File: src/rtl/compress_defines_pkg.sv
// Shared types and constants for the coefficient compression controller.
package compress_defines_pkg;

   typedef enum logic [1:0] {
      MODE_D1   = 2'd0,
      MODE_D5   = 2'd1,
      MODE_D11  = 2'd2,
      MODE_PASS = 2'd3
   } compress_mode_t;

   typedef enum logic [1:0] {
      ST_IDLE  = 2'd0,
      ST_READ  = 2'd1,
      ST_DRAIN = 2'd2,
      ST_DONE  = 2'd3
   } ctrl_state_t;

   localparam int COMPRESS_CTRL_BUF_W   = 80;
   localparam int COMPRESS_CTRL_OUT_W   = 32;
   localparam int COMPRESS_CTRL_Q       = 3329;
   localparam int COMPRESS_CTRL_N_READS = 64;

   // Bits kept per coefficient for each mode; pass-through keeps all 12.
   function automatic logic [3:0] mode_to_d(input compress_mode_t m);
      case (m)
         MODE_D1:  return 4'd1;
         MODE_D5:  return 4'd5;
         MODE_D11: return 4'd11;
         default:  return 4'd12;
      endcase
   endfunction

endpackage

File: src/rtl/compress_ctrl_packer.sv
// compress_packer: 80-bit LSB-first packing buffer with fill counter.
// Appends a chunk of chunk_bits_i bits above the current fill and pops
// 32-bit words from the bottom; push and pop may happen in the same cycle.
module compress_packer
   import compress_defines_pkg::*;
(
   input  logic        clk,
   input  logic        rst_b,
   input  logic        clr_i,
   input  logic        push_i,
   input  logic [47:0] chunk_i,
   input  logic [6:0]  chunk_bits_i,
   input  logic        ready_i,
   output logic [31:0] data_o,
   output logic        valid_o,
   output logic [6:0]  fill_o
);

   logic [COMPRESS_CTRL_BUF_W-1:0] pack_q, pack_d;
   logic [COMPRESS_CTRL_BUF_W-1:0] shifted;
   logic [6:0]                     fill_q, fill_d, fill_s;
   logic                           pop;

   // Pop first, then place the new chunk directly above what remains.
   always_comb begin
      valid_o = (fill_q >= 7'(COMPRESS_CTRL_OUT_W));
      pop     = valid_o & ready_i;
      shifted = pop ? (pack_q >> COMPRESS_CTRL_OUT_W) : pack_q;
      fill_s  = pop ? (fill_q - 7'(COMPRESS_CTRL_OUT_W)) : fill_q;
      pack_d  = shifted;
      fill_d  = fill_s;
      if (push_i) begin
         pack_d = shifted | ({{(COMPRESS_CTRL_BUF_W-48){1'b0}}, chunk_i} << fill_s);
         fill_d = fill_s + chunk_bits_i;
      end
      if (clr_i) begin
         pack_d = '0;
         fill_d = '0;
      end
      data_o = pack_q[COMPRESS_CTRL_OUT_W-1:0];
      fill_o = fill_q;
   end

   // Buffer and fill registers.
   always_ff @(posedge clk or negedge rst_b) begin
      if (!rst_b) begin
         pack_q <= '0;
         fill_q <= '0;
      end else begin
         pack_q <= pack_d;
         fill_q <= fill_d;
      end
   end

endmodule

File: src/rtl/compress_unit.sv
// One lane compressor: round(x * 2^d / q) mod 2^d, or x unchanged in pass-through.
module compress_unit
   import compress_defines_pkg::*;
(
   input  compress_mode_t mode_i,
   input  logic [11:0]    coef_i,
   output logic [11:0]    res_o
);

   // q is odd, so floor((a + (q-1)/2) / q) never hits a tie and equals round(a / q).
   function automatic logic [11:0] round_div_q(input logic [23:0] num);
      logic [24:0] quo;
      quo = ({1'b0, num} + 25'd1664) / 25'(COMPRESS_CTRL_Q);
      return 12'(quo);
   endfunction

   logic [3:0]  d;
   logic [23:0] scaled;
   logic [11:0] q_val;
   logic [11:0] mask;

   // Scale, round-divide by q and keep the low d bits.
   always_comb begin
      d      = mode_to_d(mode_i);
      scaled = {12'd0, coef_i} << d;
      q_val  = round_div_q(scaled);
      mask   = (12'd1 << d) - 12'd1;
      if (mode_i == MODE_PASS) res_o = coef_i;
      else                     res_o = q_val & mask;
   end

endmodule

File: src/rtl/compress_ctrl.sv
// compress_ctrl: reads 64 x 4 coefficients, compresses them to d bits each
// and streams the packed bits as 32-bit words.
// Optional build macro COMPRESS_CTRL_RANGE_CHK_EN adds a sticky err_o for
// any input coefficient >= q; without it err_o is tied low.
module compress_ctrl
   import compress_defines_pkg::*;
#(
   parameter int ADDR_WIDTH = 15
) (
   input  logic                  clk,
   input  logic                  rst_b,
   input  logic                  zeroize,
   input  logic                  start_i,
   input  compress_mode_t        mode_i,
   input  logic [ADDR_WIDTH-1:0] src_base_i,
   output logic                  mem_rd_en_o,
   output logic [ADDR_WIDTH-1:0] mem_rd_addr_o,
   input  logic [47:0]           mem_rd_data_i,
   output logic [31:0]           data_o,
   output logic                  valid_o,
   input  logic                  ready_i,
   output logic                  busy_o,
   output logic                  done_o,
   output logic                  err_o
);

   ctrl_state_t           state_q, state_d;
   compress_mode_t        mode_q, mode_d;
   logic [ADDR_WIDTH-1:0] base_q, base_d;
   logic [6:0]            rd_cnt_q, rd_cnt_d;
   logic                  rd_pend_q, rd_pend_d;

   logic [3:0]  d;
   logic [6:0]  chunk_bits;
   logic [5:0]  sh1, sh2, sh3;
   logic [47:0] chunk;
   logic [11:0] lane_res [4];
   logic [6:0]  fill;
   logic        room_ok;
   logic        rd_en;

   assign d          = mode_to_d(mode_q);
   assign chunk_bits = {1'b0, d, 2'b00};

   for (genvar l = 0; l < 4; l++) begin : g_lane
      compress_unit u_cu (
         .mode_i (mode_q),
         .coef_i (mem_rd_data_i[12*l +: 12]),
         .res_o  (lane_res[l])
      );
   end

   // Concatenate the four d-bit results, lane 0 in the lowest bits.
   always_comb begin
      sh1   = {2'b00, d};
      sh2   = {1'b0, d, 1'b0};
      sh3   = sh1 + sh2;
      chunk = 48'(lane_res[0]) | (48'(lane_res[1]) << sh1)
            | (48'(lane_res[2]) << sh2) | (48'(lane_res[3]) << sh3);
   end

   compress_packer u_packer (
      .clk          (clk),
      .rst_b        (rst_b),
      .clr_i        (zeroize),
      .push_i       (rd_pend_q),
      .chunk_i      (chunk),
      .chunk_bits_i (chunk_bits),
      .ready_i      (ready_i),
      .data_o       (data_o),
      .valid_o      (valid_o),
      .fill_o       (fill)
   );

   // A read may go out only if the buffer can absorb it plus the one already returning.
   always_comb begin
      room_ok = (8'(fill) + (rd_pend_q ? 8'(chunk_bits) : 8'd0) + 8'(chunk_bits))
                <= 8'(COMPRESS_CTRL_BUF_W);
      rd_en   = (state_q == ST_READ) && (rd_cnt_q < 7'(COMPRESS_CTRL_N_READS))
                && room_ok && !zeroize;
      mem_rd_en_o   = rd_en;
      mem_rd_addr_o = base_q + ADDR_WIDTH'(rd_cnt_q);
   end

   // Next-state and control outputs.
   always_comb begin
      state_d   = state_q;
      mode_d    = mode_q;
      base_d    = base_q;
      rd_cnt_d  = rd_cnt_q;
      rd_pend_d = rd_en;
      busy_o    = 1'b0;
      done_o    = 1'b0;
      case (state_q)
         ST_IDLE: begin
            if (start_i) begin
               state_d  = ST_READ;
               mode_d   = mode_i;
               base_d   = src_base_i;
               rd_cnt_d = '0;
            end
         end
         ST_READ: begin
            busy_o = 1'b1;
            if (rd_en) rd_cnt_d = rd_cnt_q + 7'd1;
            // Last read issued and its data already pushed into the packer.
            if ((rd_cnt_q == 7'(COMPRESS_CTRL_N_READS)) && !rd_pend_q) state_d = ST_DRAIN;
         end
         ST_DRAIN: begin
            busy_o = 1'b1;
            if (fill == 7'd0) state_d = ST_DONE;
         end
         default: begin
            done_o  = 1'b1;
            state_d = ST_IDLE;
         end
      endcase
      if (zeroize) begin
         state_d   = ST_IDLE;
         mode_d    = MODE_D1;
         base_d    = '0;
         rd_cnt_d  = '0;
         rd_pend_d = 1'b0;
         done_o    = 1'b0;
      end
   end

   // Control state registers.
   always_ff @(posedge clk or negedge rst_b) begin
      if (!rst_b) begin
         state_q   <= ST_IDLE;
         mode_q    <= MODE_D1;
         base_q    <= '0;
         rd_cnt_q  <= '0;
         rd_pend_q <= 1'b0;
      end else begin
         state_q   <= state_d;
         mode_q    <= mode_d;
         base_q    <= base_d;
         rd_cnt_q  <= rd_cnt_d;
         rd_pend_q <= rd_pend_d;
      end
   end

`ifdef COMPRESS_CTRL_RANGE_CHK_EN
   logic err_q, err_d;
   logic range_bad;

   // Sticky flag for out-of-range coefficients; a new accepted start clears it.
   always_comb begin
      range_bad = 1'b0;
      for (int l = 0; l < 4; l++) begin
         if (mem_rd_data_i[12*l +: 12] >= 12'(COMPRESS_CTRL_Q)) range_bad = 1'b1;
      end
      err_d = err_q;
      if ((state_q == ST_IDLE) && start_i) err_d = 1'b0;
      if (rd_pend_q && range_bad)          err_d = 1'b1;
      if (zeroize)                         err_d = 1'b0;
      err_o = err_q;
   end

   // Error flag register.
   always_ff @(posedge clk or negedge rst_b) begin
      if (!rst_b) err_q <= 1'b0;
      else        err_q <= err_d;
   end
`else
   assign err_o = 1'b0;
`endif

endmodule

File: config.mk
export PLATFORM = sky130hd
export DESIGN_NAME = compress_ctrl
export DESIGN_NICKNAME = d
export VERILOG_FILES = /design/src/rtl/compress_defines_pkg.sv /design/src/rtl/compress_ctrl_packer.sv /design/src/rtl/compress_unit.sv /design/src/rtl/compress_ctrl.sv
export SDC_FILE = /design/constraint.sdc
export NUM_CORES = 1
export LEC_CHECK = 0
export BUFFER_PORTS_ARGS = -buffer_cell sky130_fd_sc_hd__buf_4
export CAP_MARGIN = 0
export CORE_MARGIN = 2
export CORE_UTILIZATION = 30
export DETAILED_ROUTE_END_ITERATION = 10
export SLEW_MARGIN = 15
export SYNTH_ARGS = -nofsm -noshare
export SYNTH_HDL_FRONTEND = slang
export SYNTH_HIERARCHICAL = 1
export SYNTH_SLANG_ARGS = --single-unit
File: constraint.sdc
create_clock -name clk -period 43.6 [get_ports clk]
set_input_delay 4.36 -clock clk [delete_from_list [all_inputs] [get_ports clk]]
set_output_delay 4.36 -clock clk [all_outputs]
set_load 0.1 [all_outputs]
Word-level counts from Yosys, hierarchy flattened
Index checks and enable logic that the tools add are counted.
{ "word_totals": {"regBits": 114, "inputBits": 70} }
{ "classes": {"n_addsub": 12, "div": 4, "n_lt_le_gt_ge": 3, "eq_ne": 10, "n_shift": 9, "mux": 31, "bitwise_logic": 9, "n_reduce_logical": 17} }
{ "op_table": {"columns": ["op", "n"], "rows": [
  ["80-bit 2-to-1 mux", 3],
  ["24-bit by 11-bit adder with 25-bit output (second input constant)", 4],
  ["25-bit by 12-bit divider with 25-bit output (second input constant)", 4],
  ["48-bit OR", 2],
  ["12-bit by 4-bit << shifter with 24-bit output", 4],
  ["80-bit OR", 1],
  ["48-bit by 7-bit << shifter with 80-bit output", 1],
  ["12-bit bitwise AND", 4],
  ["12-bit 2-to-1 mux", 4],
  ["12-bit by 48-bit OR with 48-bit output", 1],
  ["12-bit by 4-bit << shifter with 48-bit output", 1],
  ["12-bit by 5-bit << shifter with 48-bit output", 1],
  ["12-bit by 6-bit << shifter with 48-bit output", 1],
  ["15-bit 2-to-1 mux", 3],
  ["7-bit 2-to-1 mux", 6],
  ["15-bit by 7-bit adder with 15-bit output", 1],
  ["2-bit 2-to-1 mux", 7],
  ["7-bit case mux with 2 select lines", 1],
  ["4-bit case mux with 3 select lines", 1],
  ["1-bit by 4-bit << shifter with 12-bit output (first input constant)", 1],
  ["12-bit by 1-bit subtractor with 12-bit output (second input constant)", 1],
  ["3-bit != test (second input constant)", 3],
  ["7-bit by 6-bit adder with 8-bit output", 1],
  ["8-bit by 6-bit adder with 8-bit output", 1],
  ["25 further kinds", 38]
]} }

Logic depth before layout (Yosys ltp)
Gate-level depths: netlist of the first run.
{ "logic_depth": {"word_depth": 15, "ltp_mapped": 63} }

Cells and area by module
The synthesis of the first run kept the hierarchy.
{ "by_module_without_submodules": {"columns": ["mod", "instances", "cells_each", "area_each_um2", "seq_area_each_um2"], "rows": [
  ["compress_unit (g_lane[0].u_cu ...)", 3, 803, 5273.8, 0.0],
  ["compress_packer", 1, 1008, 8747.1, 2177.1],
  ["compress_unit (g_lane[1].u_cu)", 1, 919, 6162.2, 0.0],
  ["compress_ctrl", 1, 418, 3151.8, 675.6]
]} }

Least setup slack after synthesis of the first run
OpenSTA, ideal clock, no wires.
{ "synth_path": {"path_kind": "in2reg", "from": "input port mem_rd_data_i[30]", "to": "register u_packer.pack_q[49]", "setup_time_ns": 0.139, "arrival_ns": 17.552, "required_ns": 43.461, "slack_ns": 25.909, "cell_stages": 52, "n_path_buf": 2, "cell_sequence": "nand2b_1 a21oi_1 ha_1 a221o_1 nand2_1 or4_4 a211oi_2 o211ai_1 xnor2_1 a211o_2 and3_1 or3_1 nor4b_2 a21oi_1 o21ai_0 or4b_1 and3_1 buf_4 (+16 left out) and3_1 or2_1 ha_1 nor2_1 mux2i_1 o22ai_1 nand3_1 o32a_1 or4b_1 a32o_1 or3_1 o211ai_1 o21ai_0 mux4_2 mux2_2 mux2i_1 nor3_1 or4_1"} }
{ "synth_rtl": {"columns": ["item", "line", "rtl"], "rows": [
  ["start: declaration", "compress_ctrl.sv:18", "input logic [47:0] mem_rd_data_i,"],
  ["end signal: assignment", "compress_ctrl_packer.sv:50", "pack_q <= pack_d;"],
  ["end: declaration", "compress_ctrl_packer.sv:19", "logic [COMPRESS_CTRL_BUF_W-1:0] pack_q, pack_d;"]
]} }

==> flow_summary.toml, run 1 <==
[yosys]
yosysWarnings = 6
yosysSeqAreaShare_pct = 8.42
ys_types = 149
ys_ff_latch = 114
synth_top_area_share_pct = 8.42
synth_area_sq_mm = 0.0339
async_flop_share_pct = 100
synth_enable_flop_cells = 0
synth-main-ff-cell = "dfrtp_1"
synth_largest_area_cell = "dfrtp_1"
synth_area_per_cell_sq_um = 7.13
synth_cells = 4754
synth_area_leaders = "dfrtp_1, nand2_1, mux2i_1"

[clock_network]
clockBufferDepth = 2
ctsRootBufferMaster = "clkbuf_16"
clk_latency_ps = 440
cts_buffers = 17
cts_tree = "yes"
numClockSinks = 114
cts-resized-gates = 0
htree_levels = 4
holdBufCountCts = 0
path_clk_slew_ps = 60
postCtsSetupBuffers = 0

[layout]
drive_above_1_share_pct = 12.7
final_cells = 6185
finalInstanceArea_sq_mm = 0.0361
syn2layout_area_growth_pct = 6.46
mostFrequentLayoutCells = "nand2_1, nor2_1, a21oi_1"
final_common_cell = "nand2_1"
n_antenna_cell = 0
layout.nets = 4789

[critical_path]
crit_family = "compound AO/OA/AOI/OAI gates"
cp-end-kind = "flop"
slowest_stage = "o31ai_2"
cp_num_buf_inv = 2
path_class = "in2reg"
cp-start-kind = "primary input"
critPathRequiredTime_ps = 43900
cp.arrival_ps = 21260
regToRegSetupSlack_ps = 24120
cp_slowest_stage_delay_ps = 770
cp_max_fo = 15

[route]
drc_errors = 0
viasPerCell = 6.18
via_count = 38224
wire_per_inst_microns = 20.0
drt-total-wl_microns = 124000
first_pass_iters = 6
ant_nets = 0
drt_iter0_drc = 3910

[placement]
placed_area_sq_mm = 0.0355
placed_cells = 6153
dp_slack_ps = 22230
io_buffers = 120
gp_congestion = 1.01
dpl.hpwl_microns = 96600

[floorplan]
rows = 123
floorplan.initialDensity_pct = 30.2
fp.coreArea_sq_mm = 0.112
pin_count = 122
die_x_microns = 340
design.die.area_sq_mm = 0.116
die_y_microns = 340

[grt]
grt_antenna_before_repair = 2
grt_pass1_vias = 34781
top_usage_layer = "met2"
grt_use_met1_pct = 28.4
grt_use_total_pct = 20.2
grt_util_met3_pct = 2.22
grt_max_degree = 80
met2_usage_pct = 32.7
overflow = 0
grt_pass1_wl_microns = 196000

[timing]
relSlewSlack_pct = 25.0
tightest_slew_ps = 1110
post-route-min-period_ps = 20960
finalClockSkew_ps = 9.16
hold_viol = 0
setup_slack_ps = 22640
grt_setup_unrepaired = "no"
finalSetupTns_ps = 0
max_freq_ghz = 0.0477
period_share_pct = 48.1
finalSetupViolCount = 0
drv_slew = 0

[min_path]
holdCritPathClass = "reg2reg"

[job]
drv_cap = 0

[run_status]
status = "finished clean"
## through the flow
step	util [%]	hold WS (ps)
after detailed placement	31.6	474
after global placement	31.6	472
final	32.2	490
after global routing	32.2	501
after CTS	32.1	487
after floorplan	-	448
## registers in the layout, summed over array words and instances (netlist names)
name and flops:
u_packer/pack_q 80, base_q 15, rd_cnt_q 7, u_packer/fill_o 7, mode_q 2, state_q 2
rd_pend_q 1
## worst paths after layout
kind                                           from             endpoint  cells past startpoint
worst max-delay path              mem_rd_data_i[14]  u_packer/pack_q[49]                     49
worst min-delay path            u_packer/pack_q[78]  u_packer/pack_q[78]                      2
worst max register to register            mode_q[0]  u_packer/pack_q[49]                     51
worst min register to register  u_packer/pack_q[78]  u_packer/pack_q[78]                      2
max in group asynchronous                     rst_b  u_packer/pack_q[38]                      2
min in group asynchronous                     rst_b           base_q[14]                      1
## routing by layer
metal	routed length (microns)	share of wire, %	vias to the layer above
li1	-	-	18056
met1	55500	45	18357
met2	55800	45	1615
met3	8860	7.2	194
met4	3480	2.8	2
met5	13	0.011	-
## cell families (layout without fill, tap and decap cells)
| group | after synthesis | in the layout | share of synthesized area [%] |
|---|---|---|---|
| other cells | 1 | 8 | 0.0111 |
| flops | 114 | 114 | 8.42 |
| simple gates | 2042 | 2042 | 30.8 |
| buf+inv | 368 | 292 | 5.60 |
| fa+ha+maj | 47 | 47 | 1.89 |
| mux | 288 | 288 | 10.6 |
| compound gates | 1650 | 1650 | 36.2 |
| xor+xnor | 244 | 244 | 6.40 |
## layout make-up
type                            instances  area, sq um
Clock buffer                           19          453
Sequential cell                       114         2870
Clock inverter                         13          148
Timing Repair Buffer                  153         1150
Inverter                              107          402
Tap cell                             1500         1880
Fill cell                           12104        76100
Multi-Input combinational cell       4279        29200
## cells in the mapped netlist (all sizes together), types with 104 or more instances
master    n
o21ai   340
xnor2   177
a21oi   294
inv     104
nand2   665
nand3   131
clkbuf  116
nor3    151
buf     145
mux2i   156
dfrtp   114
nor2    382
a31oi   122
## worst min-delay path: cells and delay by family, from the launching register on
| kind | cells | cell delay [ps] |
|---|---|---|
| AOI/OAI and AO/OA | 1 | 60 |
| and+or+nand+nor | 1 | 60 |
| DFF | 1 | 340 |
Power of run 1 is left out: the tool's default activity adds up to more than one toggle a clock period on the data nets, which glitch-free logic cannot reach.
==> inputs of run 2 (changes only) <==
ABC_AREA = 1   (was unset)
clock period = 19.8 ns   (was 43.6 ns; I/O delays follow)
==> flow_summary.toml, run 2 <==
[critical_path]
cp-end-kind = "flop"
cp.arrival_ps = 16050
crit_family = "simple AND/OR/NAND/NOR gates"
cp-start-kind = "flop"
cp_num_buf_inv = 10
cp_slowest_stage_delay_ps = 810
cp_max_fo = 56
cpMostUsedCell = "nand2_1"
path_class = "reg2reg"
slowest_stage = "dfrtp_4"
critPathRequiredTime_ps = 20160

[floorplan]
die_y_microns = 350
die_x_microns = 350
floorplan.initialDensity_pct = 30.3
fp.coreArea_sq_mm = 0.118
pin_count = 122
rows = 126
design.die.area_sq_mm = 0.123

[layout]
largest_reg_flops = 80
layout.nets = 6614
syn2layout_area_growth_pct = 5.27
top_regs = "u_packer/pack_q x80, base_q x15"
drive_above_1_share_pct = 15.6
largest_register = "u_packer/pack_q"
final_common_cell = "nand2_1"
mostFrequentLayoutCells = "nand2_1, nand3_1, inv_1"
final_cells = 8110
n_antenna_cell = 0

[timing]
relSlewSlack_pct = 23.4
hold_viol = 0
tightest_slew_ps = 1140
period_share_pct = 79.2
drv_slew = 0
max_freq_ghz = 0.0637
finalSetupTns_ps = 0
post-route-min-period_ps = 15690
finalSetupViolCount = 0
grt_setup_unrepaired = "no"
finalClockSkew_ps = 21.6

[yosys]
yosys-top-cells-count = "nand2_1, nand3_1, inv_1"
ys_types = 74
synth_top_area_share_pct = 23.9
synth_enable_flop_cells = 0
synth_area_per_cell_sq_um = 5.48
synth_largest_area_cell = "nand2_1"
yosysMostFrequentCell = "nand2_1"
async_flop_share_pct = 100
yosysSeqAreaShare_pct = 7.94
ys_ff_latch = 114
synth_area_sq_mm = 0.0359
synth-main-ff-cell = "dfrtp_1"
synth_area_leaders = "nand2_1, nand3_1, dfrtp_1"
synth_cells = 6561
yosysWarnings = 6

[clock_network]
ctsRootBufferMaster = "clkbuf_16"
path_clk_slew_ps = 60
cts_buffers = 17
clockBufferDepth = 2
postCtsSetupBuffers = 0
cts_tree = "yes"
clk_latency_ps = 450
htree_levels = 4
holdBufCountCts = 0
cts-resized-gates = 0
numClockSinks = 114

[placement]
io_buffers = 120
dpl.hpwl_microns = 92400
placed_cells = 8078
gp_congestion = 0.953

[route]
drc_errors = 0
viasPerCell = 5.01
via_count = 40653
ant_nets = 0
drt-total-wl_microns = 115000
drt_iter0_drc = 3660
first_pass_iters = 6
wire_per_inst_microns = 14.2

[run_status]
status = "finished clean"

[grt]
grt_pass1_wl_microns = 187000
overflow = 0
grt_use_total_pct = 18.1
grt_pass1_vias = 36496
grt_max_degree = 155
grt_antenna_before_repair = 1

[job]
drv_cap = 0

[min_path]
holdCritPathClass = "reg2reg"
run 2: area by class of cell:
type,instances,area (sq um)
fill,13418,80600
multi-input combinational,5432,28300
inverter,795,3080
sequential,114,2860
tap,1600,2000
timing repair buffer,137,1040
clock buffer,17,425
clock inverter,15,156
run 2: final timing paths:
kind,startpoint,endpoint,slack (ps),depth (start not counted)
worst min-delay path,u_packer/pack_q[67],u_packer/pack_q[67],530,2
worst min register to register,u_packer/pack_q[67],u_packer/pack_q[67],530,2
max in group asynchronous,rst_b,mode_q[1],16700,2
min in group asynchronous,rst_b,u_packer/pack_q[26],1570,1
worst max-delay path,mode_q[0],u_packer/pack_q[73],4110,105
worst max register to register,mode_q[0],u_packer/pack_q[73],4110,105
run 2: cell families after synthesis:
kind of cell,share of synthesized area [%]
compound gates,10.4
xor+xnor,2.57
fa+ha+maj,1.78
buf+inv,13.5
flops,7.94
mux,1.14
other cells,0.0104
simple gates,62.7
run 2: per-stage QoR:
step	area, sq um	hold slack (ps)	util [%]	setup WS (ps)
floorplan	35900	478	-	7140
global placement	37200	501	31.5	4130
detailed placement	37200	522	31.5	4170
CTS	37800	532	31.9	4270
global route	37800	562	31.9	2300
finish	37800	532	31.9	4110
run 2: worst reg2reg max path: cells and delay by family (launching register included):
kind / cells / cell delay, ps
AO/OA/AOI/OAI: 8 / 1380
adder cells (fa/ha/maj): 2 / 410
buffers and inverters: 10 / 1870
flip-flops: 1 / 810
AND/OR/NAND/NOR: 85 / 11210
run 2: routing by layer:
layer	track usage [%]	part of all wire [%]	vias to the layer above
met2	30.0	45	1129
li1	-	-	20975
met3	1.76	5.0	121
met4	3.91	1.8	2
met5	0	0.0087	-
met1	25.3	48	18426
Power of run 2 is left out for the same reason.
